$ cat src/rtl/fetch_redirect.sv
// fetch_redirect: fetch-side PC generator and instruction-ROM requester.
//
// Owns the PC and issues one ROM request per PC. It holds the fetched word in
// IF_ID_bus until decode accepts it with next_fetch. An exception redirect
// from write-back overrides everything else in the same cycle. A misaligned
// PC is not sent to the ROM; it is passed to decode tagged with fetch_error.
//
// Ports:
//   clk, resetn   clock, asynchronous active-low reset
//   IF_valid      fetch enabled by pipeline control
//   next_fetch    decode accepts IF_ID_bus; advance the PC
//   jbr_bus       {jbr_taken, jbr_target[31:0]} from decode
//   exc_bus       {exc_valid, exc_pc[31:0]} from write-back
//   inst_req      ROM read strobe (combinational)
//   inst_addr     ROM read address (= pc)
//   inst          ROM read data, valid the cycle after inst_req
//   IF_over       IF_ID_bus holds a valid instruction (combinational)
//   IF_ID_bus     {fetch_error, pc[31:0], inst[31:0]}
//   IF_pc         current PC
//
// Optional feature, enabled by defining FETCH_REDIRECT_CNT_EN:
//   redirect_cnt  counts cycles that have exc_valid or an accepted jbr_taken
//   drop_cnt      counts ROM responses dropped by a redirect during WAIT
module fetch_redirect #(
  parameter logic [31:0] RESET_PC = 32'hBFC00000,
  parameter logic [31:0] PC_STEP  = 32'd4
) (
  input  logic        clk,
  input  logic        resetn,
  input  logic        IF_valid,
  input  logic        next_fetch,
  input  logic [32:0] jbr_bus,
  input  logic [32:0] exc_bus,
  output logic        inst_req,
  output logic [31:0] inst_addr,
  input  logic [31:0] inst,
  output logic        IF_over,
  output logic [64:0] IF_ID_bus,
  output logic [31:0] IF_pc
`ifdef FETCH_REDIRECT_CNT_EN
  ,
  output logic [31:0] redirect_cnt,
  output logic [31:0] drop_cnt
`endif
);

  localparam int unsigned XLEN  = 32;
  localparam int unsigned BUS_W = 2 * XLEN + 1;

  typedef enum logic [1:0] {
    IDLE = 2'd0,
    WAIT = 2'd1,
    HOLD = 2'd2
  } state_t;

  state_t             state_q, state_d;
  logic [XLEN-1:0]    pc_q, pc_d;
  logic [BUS_W-1:0]   bus_q, bus_d;

  logic               jbr_taken;
  logic [XLEN-1:0]    jbr_target;
  logic               exc_valid;
  logic [XLEN-1:0]    exc_pc;
  logic               pc_aligned;

  assign jbr_taken  = jbr_bus[32];
  assign jbr_target = jbr_bus[31:0];
  assign exc_valid  = exc_bus[32];
  assign exc_pc     = exc_bus[31:0];
  assign pc_aligned = (pc_q[1:0] == 2'b00);

  assign inst_addr  = pc_q;
  assign IF_pc      = pc_q;
  assign IF_ID_bus  = bus_q;

  // State, PC and fetch-bus registers
  always_ff @(posedge clk or negedge resetn) begin
    if (!resetn) begin
      state_q <= IDLE;
      pc_q    <= RESET_PC;
      bus_q   <= '0;
    end else begin
      state_q <= state_d;
      pc_q    <= pc_d;
      bus_q   <= bus_d;
    end
  end

  // Next-state, next-PC and strobe logic; a redirect overrides everything
  always_comb begin
    state_d  = state_q;
    pc_d     = pc_q;
    bus_d    = bus_q;
    inst_req = 1'b0;
    IF_over  = 1'b0;

    unique case (state_q)
      IDLE: begin
        if (IF_valid) begin
          if (pc_aligned) begin
            // resetn gate keeps the strobe low while reset is asserted
            inst_req = resetn;
            state_d  = WAIT;
          end else begin
            bus_d   = {1'b1, pc_q, XLEN'(0)};
            state_d = HOLD;
          end
        end
      end
      WAIT: begin
        bus_d   = {1'b0, pc_q, inst};
        state_d = HOLD;
      end
      HOLD: begin
        IF_over = 1'b1;
        if (next_fetch) begin
          pc_d    = jbr_taken ? jbr_target : pc_q + PC_STEP;
          state_d = IDLE;
        end
      end
      default: state_d = IDLE;
    endcase

    // A redirect drops any in-flight response and clears the error tag
    if (exc_valid) begin
      state_d  = IDLE;
      pc_d     = exc_pc;
      bus_d    = {1'b0, bus_q[BUS_W-2:0]};
      inst_req = 1'b0;
      IF_over  = 1'b0;
    end
  end

`ifdef FETCH_REDIRECT_CNT_EN
  logic jbr_accept;
  assign jbr_accept = (state_q == HOLD) && next_fetch && jbr_taken;

  // Redirect and dropped-response counters, wrapping at 2^32
  always_ff @(posedge clk or negedge resetn) begin
    if (!resetn) begin
      redirect_cnt <= '0;
      drop_cnt     <= '0;
    end else begin
      if (exc_valid || jbr_accept) redirect_cnt <= redirect_cnt + 32'd1;
      if (exc_valid && (state_q == WAIT)) drop_cnt <= drop_cnt + 32'd1;
    end
  end
`endif

endmodule

$ cat config.mk
export PLATFORM = sky130hd
export DESIGN_NAME = fetch_redirect
export DESIGN_NICKNAME = d
export VERILOG_FILES = /design/src/rtl/fetch_redirect.sv
export SDC_FILE = /design/constraint.sdc
export NUM_CORES = 1
export LEC_CHECK = 0
export ABC_AREA = 1
export BUFFER_PORTS_ARGS = -buffer_cell sky130_fd_sc_hd__buf_2
export CORE_ASPECT_RATIO = 0.9
export CORE_MARGIN = 1.5
export CORE_UTILIZATION = 52
export DETAILED_ROUTE_END_ITERATION = 6
export MAX_ROUTING_LAYER = met4
export PLACE_DENSITY = 0.95
export RECOVER_POWER = 100
export REMOVE_ABC_BUFFERS = 1
export SKIP_CTS_REPAIR_TIMING = 1
export SLEW_MARGIN = 20
export SYNTH_ARGS = -nofsm -noshare
export SYNTH_HDL_FRONTEND = slang
export SYNTH_SLANG_ARGS = --single-unit
export TNS_END_PERCENT = 1
$ cat constraint.sdc
create_clock -name clk -period 3.7 [get_ports clk]
set_input_delay 0.74 -clock clk [delete_from_list [all_inputs] [get_ports clk]]
set_output_delay 0.74 -clock clk [all_outputs]
set_load 0.02 [all_outputs]
==> results.md <==
* Outcome: complete, but fails checks
* Failing checks: capacitance limit, slew limit
* Number of routed nets with antenna violations at 0
* Primary FF master, synth: dfrtp_1
* Hold Vio Cnt, Final at 0
* Die Ht at 98.5 µm
* DP Worst Slack at 1.19 ns
* # Max-Cap Violations at 1
* Synthesized area per cell at 7.47 µm²
* R2R depth at 4
* Tot GR Track Use at 0.288
* Post-DP HPWL at 11100 µm
* DR WL/cell at 14.8 µm
* Fin nets at 995
* Synthesis-to-finish area growth at 21.1%
* Global placer's final weighted congestion at 0.884
* Largest net degree at the start of global routing at 87
* Placeable Area at 9780 µm²
* WHS at 0.311 ns
* Cells after Synth at 706
* Root buffer cell: clkbuf_16
* Die X at 109 µm
* Final cell count without fillers at 1023
* Clock Sinks at 99
* Routed WL at 15200 µm
* Cts bufs inserted at 9
* Post-DR vias/cell at 5.24
* Crit. End Element: flop
* #FFs+latches synth at 99
* RSZ-0062 raised after global routing: false
* Setup CP Type: primary input to flop
* Top Ports at 233
* Number of global-route vias before repair at 4835
* Worst EP required at 3.96 ns
* PnR worst setup slack at 0.894 ns
* First-pass GRT wire length at 23300 µm
* Shortest period the worst path allows at 2.81 ns
* Synth warn at 0
* Vias post-DR at 5360
* Mapped Area at 5270 µm²
* Worst min path class: primary input to async pin
* Clk_lat worst skew at 0.34 ns
* Fin. max-slew vios at 37
* Power density cells at 576 nW/µm²
* CTS tree: done
* Inserted Diodes at 0
* Num rows at 34
* Initial antenna violation count at 0
* Die footprint at 10800 µm²
* Critical path startpoint: exc_bus[32]
* Worst slew pin tran at 1.70 ns
* Critical Path End: IF_pc[17]
* # H-tree levels at 3
* 1st-iter DRT viols at 407
* Commonest non-fill, non-tap cell in the layout: nand2_1
* Total congestion overflow at 0
* Maximum clock frequency at 356 MHz
* Async S/R FF share, synth at 1.00
* Most frequent cells in the layout: nand2_1 (249), clkbuf_1 (128), buf_2 (106)
* Slew headroom at -0.139
* Starting Density at 0.539
* Startpoint Class: primary input
* VDD IR max at 0.329 mV
* Final setup skew at 0.00593 ns
* Clock transition at the registers of the reported paths at 0.07 ns
* Yosys cell types at 31
* Worst reg2reg path startpoint: state_q[1]
* DRC errors left at 0
* Setup TNS at 0 ns
* Final period util at 0.758
* Final setup vio count at 0
* EDFF count, synth at 0
* Peak fanout along the critical path at 20
* R2r endpoint: IF_pc[7]
* Fill count at 928
* Setup slack, reg-to-reg at 1.37 ns
* Layout cells sized above 1 at 0.154
* Maximum clock insertion buffer count at 2
* Critical path arrival at 3.07 ns
* Inst Count DP at 1007
* # port buffers at 232
* Sequential share of the synthesized area at 0.472
* DR pass1 iterations at 5
* Lkg Pwr at 3.07 nW
layer usage:
layer / GRT usage / vias up / part of all wire
met4: 0.0982 / 0 / 0.022
met2: 0.454 / 237 / 0.47
met1: 0.372 / 2471 / 0.44
met5: - / - / 0
li1: - / 2621 / -
met3: 0.0569 / 31 / 0.071
critical path, stage by stage:
cell and delay, ns:
clkbuf_1 0.36, clkinv_1 0.17, nand2_1 0.38, clkbuf_1 0.80, o22ai_1 0.23, o21bai_1 0.23, a21oi_1 0.14
final cells by class:
type                    instances  area (µm²)  area share
flip-flops and latches         99        2490       0.390
clock inverters                 6        65.1      0.0102
repair buffers                238        1040       0.164
well taps                     126         158      0.0247
multi-input cells             490        2200       0.344
clock buffers                  10         229      0.0358
inverters                      54         203      0.0317
state kept, by name (all words and copies together) (netlist names):
| signal | cells |
|---|---|
| state_q | 2 |
| IF_ID_bus | 65 |
| IF_pc | 32 |
logic make-up after synthesis:
| logic type | share of synthesized area |
|---|---|
| fa+ha+maj | 0.00237 |
| simple gates | 0.270 |
| flops | 0.472 |
| buf+inv | 0.112 |
| compound gates | 0.144 |
worst min-delay path by stage:
stage                   from  slack, ns       endpoint  cells past startpoint
3_5_place_dp   IF_ID_bus[35]       0.47  IF_ID_bus[35]                      2
3_3_place_gp   IF_ID_bus[44]       0.46  IF_ID_bus[44]                      2
5_1_grt               resetn       0.32  IF_ID_bus[52]                      1
2_1_floorplan         resetn       0.44   IF_ID_bus[0]                      0
4_1_cts               resetn       0.32  IF_ID_bus[54]                      1
6_report              resetn       0.31  IF_ID_bus[54]                      1
synthesized netlist by cell type, drive strengths merged, types with 4 or more instances:
library cell  number  area (µm²)
dfstp              9         236
nand3             37         198
o21ai             69         357
o22ai             27         169
clkbuf            14        52.6
nor3               4        20.0
nand2            250         943
buf               49         333
o21bai             6        45.0
dfrtp             90        2250
a21oi             20         100
nor2              63         249
inv               54         203
power breakdown:
part / total, mW / switching, mW / internal (mW) / leakage (nW)
clock: 0.932 / 0.406 / 0.526 / 0.143
sequential: 1.54 / 0.218 / 1.32 / 1.23
combinational: 1.21 / 0.876 / 0.331 / 1.70
through the flow:
stage / util / area, µm² / total power [mW]
after floorplan: - / 4890 / 2.29
after global placement: 0.640 / 6270 / 2.81
after detailed placement: 0.641 / 6270 / 2.83
after CTS: 0.671 / 6570 / 3.77
after global routing: 0.653 / 6390 / 3.88
final: 0.653 / 6390 / 3.68
Note: power is estimated with default switching activity, not from simulation.
